[config.mk]
export PLATFORM = sky130hd
export DESIGN_NAME = signal_debounce
export DESIGN_NICKNAME = d
export VERILOG_FILES = /design/src/rtl/signal_debounce.sv
export SDC_FILE = /design/constraint.sdc
export NUM_CORES = 1
export LEC_CHECK = 0
export ABC_CLOCK_PERIOD_IN_PS = 1400
export CORE_AREA = 2 2 39 41
export CTS_CLUSTER_SIZE = 12
export DETAILED_ROUTE_END_ITERATION = 8
export DIE_AREA = 0 0 41 43
export GPL_TIMING_DRIVEN = 0
export HOLD_SLACK_MARGIN = 0.05
export PLACE_DENSITY = 0.62
export SETUP_SLACK_MARGIN = 0.2
export SYNTH_ARGS = -nofsm -noshare
export SYNTH_HDL_FRONTEND = slang
export SYNTH_SLANG_ARGS = --single-unit
[constraint.sdc]
create_clock -name clk -period 1.4 [get_ports clk]
set_input_delay 0.28 -clock clk [delete_from_list [all_inputs] [get_ports clk]]
set_output_delay 0.28 -clock clk [all_outputs]
set_load 0.02 [all_outputs]
[src/rtl/signal_debounce.sv]
// Purpose: synchronize one raw asynchronous input and accept a new level only after it holds for STABLE_CYCLES edges; emits rise/fall pulses.
// Latency: a clean change reaches level and the pulse STABLE_CYCLES+1 edges after the first edge that samples it.
// Backpressure: none. The input is sampled every cycle, and the pulses are single-cycle strobes that consumers must catch.
`timescale 1ns/1ps
module signal_debounce #(
    parameter int   STABLE_CYCLES = 16,
    parameter int   CNT_W         = 5,
    parameter logic RESET_LEVEL   = 1'b0
) (
    input  logic clk,
    input  logic reset,
    input  logic signal,
    output logic level,
    output logic rise,
    output logic fall,
    output logic busy
);

    localparam logic [CNT_W-1:0] LAST = CNT_W'(STABLE_CYCLES - 1);

    logic             sync0;
    logic             sync1;
    logic [CNT_W-1:0] count;

    // count == 0 is the STABLE state and any nonzero count is COUNT, so no separate state register is needed.
    always_ff @(posedge clk or negedge reset) begin
        if (!reset) begin
            sync0 <= RESET_LEVEL;
            sync1 <= RESET_LEVEL;
            level <= RESET_LEVEL;
            count <= '0;
            rise  <= 1'b0;
            fall  <= 1'b0;
        end else begin
            sync0 <= signal;
            sync1 <= sync0;
            rise  <= 1'b0;
            fall  <= 1'b0;
            if (sync1 != level) begin
                if (count == LAST) begin
                    level <= sync1;
                    count <= '0;
                    rise  <= sync1;
                    fall  <= ~sync1;
                end else begin
                    count <= count + 1'b1;
                end
            end else begin
                // A return to the current level discards the partial count.
                count <= '0;
            end
        end
    end

    assign busy = (count != '0);

endmodule

==> impl_summary.md <==
STA
The transition at the pin with the smallest max-transition slack is roughly 0.43 ns. The number of max-slew violations in the final report was 0. After layout, the worst setup slack is -0.323 ns. The final setup violation count is 1. On the final layout, the worst clock skew is ~0.0047 ns.

Dividing the final minimum period by the clock period gives 123%. The minimum hold slack is 0.315 ns. Summed over all failing endpoints, the final setup total negative slack is -0.323 ns. The worst path in the final design needs a cycle of 1.72 ns, including I/O delays and setup. The worst pin sits at a relative slew slack of 71.4%. Setup repair after global routing could not meet its margin everywhere. The count of final hold-check violations is 0. The peak clock frequency supported by timing is a little under 600 MHz.

Worst setup path
The endpoint type of the worst setup path is an output pin. The maximum fanout along the worst path is 2. At the worst endpoint, the arrival time is 1.44 ns. The critical path starts at count[1]$_DFF_PN0_.

At the worst endpoint, the required time is 1.12 ns. The critical path start-end classification is flip-flop to output pin. The standard cell with the maximum stage delay on the critical path is or4b_4.

Walking the worst path, the cells encountered are inv_1 -> ha_1 -> or4b_4 -> buf_6. The delay contributed by the slowest stage of the critical path is approximately 0.46 ns. The launching element type of the critical path is a flip-flop. The worst flop-to-flop path startpoint is count[1]$_DFF_PN0_.

Place
The number of buffers inserted by port buffering is 6. At the end of routability-driven placement, the weighted congestion stood at 0.725. The HPWL after detailed placement is 495 µm. Once placement completed, the tool counted placed cells totaling 52. The area of placed instances is 487 µm². The worst-case setup slack after placement is -0.472 ns.

CTS
The number of sinks driven by the clock tree is 10. The buffer type at the clock tree root is clkbuf_4. TritonCTS created 3 clock buffers. The longest clock path from root to sink contains 2 buffers.

The H-tree depth is 1. At the later pin of the worst-skew pair, clock insertion delay measures ~0.26 ns. The TritonCTS clock tree is done.

The clock slew seen by the registers of the worst setup and hold paths is 0.07 ns.

Synth
The cell area after synthesis is 403 µm². The cell count after synthesis came out at 30. Synthesis produced a netlist with a net count of 35. The top cell type by area accounts for 62.1% of the synthesized area.

The average footprint of a synthesized cell is approximately 13 µm². The Yosys step of the flow raised 0 warnings. The sequential cell area fraction in the yosys report is slightly above 60%. Synthesis instantiated 13 different standard cells from the library. The flip-flop and latch count after synthesis is 10. The cell taking the most area after synthesis is dfrtp_1. Sorting the synthesized cells by area gives the leading types as dfrtp_1 62%, xor2_1 6.5%, ha_1 6.2%.

Global route
The number of antenna violations at the first check in global routing is 0. Summed over all layers, the global routing overflow is 0. The pin count of the biggest net entering global routing is 11. The number of global-route vias before repair is 266. The wire length of the first global-routing pass is 1150 µm. Global routing used 10.2% of the available tracks across all layers.

Drt
Before antenna repair, the detailed router went through 3 iterations. For this block, wires on met1 add up to 274 µm. For this run, design rule violations remaining after detail routing come to 0.

The routed wire length is 704 µm. In the final routed layout, each cell accounts on average for roughly 12 µm. The detailed router finished its first iteration with 5 violations. In the routed layout, each cell is associated on average with a via count of 4.54. After detailed routing, the met2 layer carries 377 µm of wire.

The antenna violation net count after detailed routing is 0. The routed layout has between 200 and 300 vias. Routed signal wires occupy layers up through met4. The sum of met3 wire segment lengths after detailed routing is between 20 and 30 µm.

Worst hold path
The class of the most critical hold timing path is input port to asynchronous set/reset pin.

Floorplanning
Row generation in the floorplan step produced 14 rows. The initial cell density of the core is 29.1%. In this run the vertical extent of the chip is 43 µm.

The die is 41 µm wide. The number of top-level pins is 7. The full die area is about 0.0018 mm². The core outline area is 0.00138 mm².

Finish
Cells fill about 40% of the core in the end. The final cell count without fillers is 59. Relative to the synthesized area, the layout overhead comes to 40.4%. The final layout contains 49 nets.

The cell area after layout is about 570 µm². The post-route netlist has a little over a third of its cells at a drive strength greater than 1. The antenna diode instance count is 0.

Pwr
The peak ir drop on the vdd network is 475 µV. The total power is 0.637 mW. The power density over the cells is 1130 mW/mm². In this run the static leakage power is 0.312 nW.

Run status
The flow ran to the end, but the final reports show violations. The final reports fail on negative setup slack.

Run
Across the run, the number of max-cap violations was 0.
==> per-layer routing <==
metal  vias up  track usage [%]
met5         -                0
met4         0             10.0
met3         4             1.57
met2         7             14.1
met1       134             12.6
li1        123                -
==> cells in the mapped netlist <==
cell / count
nand2_1: 2
xor2_1: 3
inv_1: 2
nor2_1: 2
dfrtp_1: 10
mux2_4: 1
ha_1: 2
nand4b_2: 1
or4b_1: 1
and2_1: 2
nor3b_1: 2
nand3_1: 1
a31oi_1: 1
==> report_power, final <==
part           internal (mW)  leakage, nW  switching, mW
Combinational         0.0370        0.158         0.0316
Clock                  0.158       0.0210          0.103
Sequential             0.299        0.133        0.00914
==> what timing repair did <==
item / CTS / global route
setup buffers: 3 / 0
pin swaps: 0 / 0
hold buffers: 0 / 0
endpoints found under the setup margin: 5 / 10
gates resized for setup: 13 / 6
cloned: 0 / 0
==> worst max-delay path: cells and delay by family (launching register included) <==
family                     cells  cell delay, ns
buffers and inverters          2            0.21
and+or+nand+nor                1            0.46
DFF                            1            0.39
adders and majority gates      1            0.13
==> sequential cells by signal, indices dropped and copies added, names as in the netlist <==
register and count:
sync0 1, count 5, fall 1, level 1
rise 1, sync1 1
==> cell type report <==
class / count / area (µm²)
fillers: 130 / 818
flip-flops and latches: 10 / 250
multi-input cells: 18 / 178
repair buffers: 9 / 73.8
clock buffers: 4 / 36.3
well taps: 16 / 20.0
inverters: 2 / 7.51
==> cell families (layout without fill, tap and decap cells) <==
family | count (synthesis) | after routing | share of synthesized area (%)
AND/OR/NAND/NOR | 11 | 11 | 18.0
flip-flops | 10 | 10 | 62.1
XOR/XNOR | 3 | 3 | 6.52
adder cells (fa/ha/maj) | 2 | 2 | 6.21
buffers and inverters | 2 | 15 | 1.86
AO/OA/AOI/OAI | 1 | 1 | 1.55
multiplexers | 1 | 1 | 3.73
==> worst paths after layout <==
| check | to | slack (ns) | cells after the start |
|---|---|---|---|
| setup reg to reg | level$_DFFE_PN0P_ | 0.17 | 4 |
| setup / recovery | busy | -0.32 | 4 |
| max in group asynchronous | fall$_DFF_PN0_ | 0.79 | 1 |
| hold reg to reg | sync1$_DFF_PN0_ | 0.37 | 0 |
| min in group clk | sync1$_DFF_PN0_ | 0.37 | 0 |
| hold / removal | sync0$_DFF_PN0_ | 0.31 | 1 |
==> cell usage in the layout (no fill, tap or decap) <==
cell,n
dfrtp_1,10
clkbuf_4,3
buf_4,3
nand2_1,2
xor2_1,2
nor2_1,2
and2_1,2
inv_1,2
nor3b_1,2
clkdlybuf4s50_1,2
nand4b_4,1
xor2_2,1
nand3_1,1
or4b_4,1
a31oi_1,1
mux2_4,1
ha_1,1
ha_4,1
clkbuf_8,1
buf_6,1
clkdlybuf4s15_1,1
buf_2,1
clkbuf_2,1
Note: power is estimated with default switching activity, not from simulation.
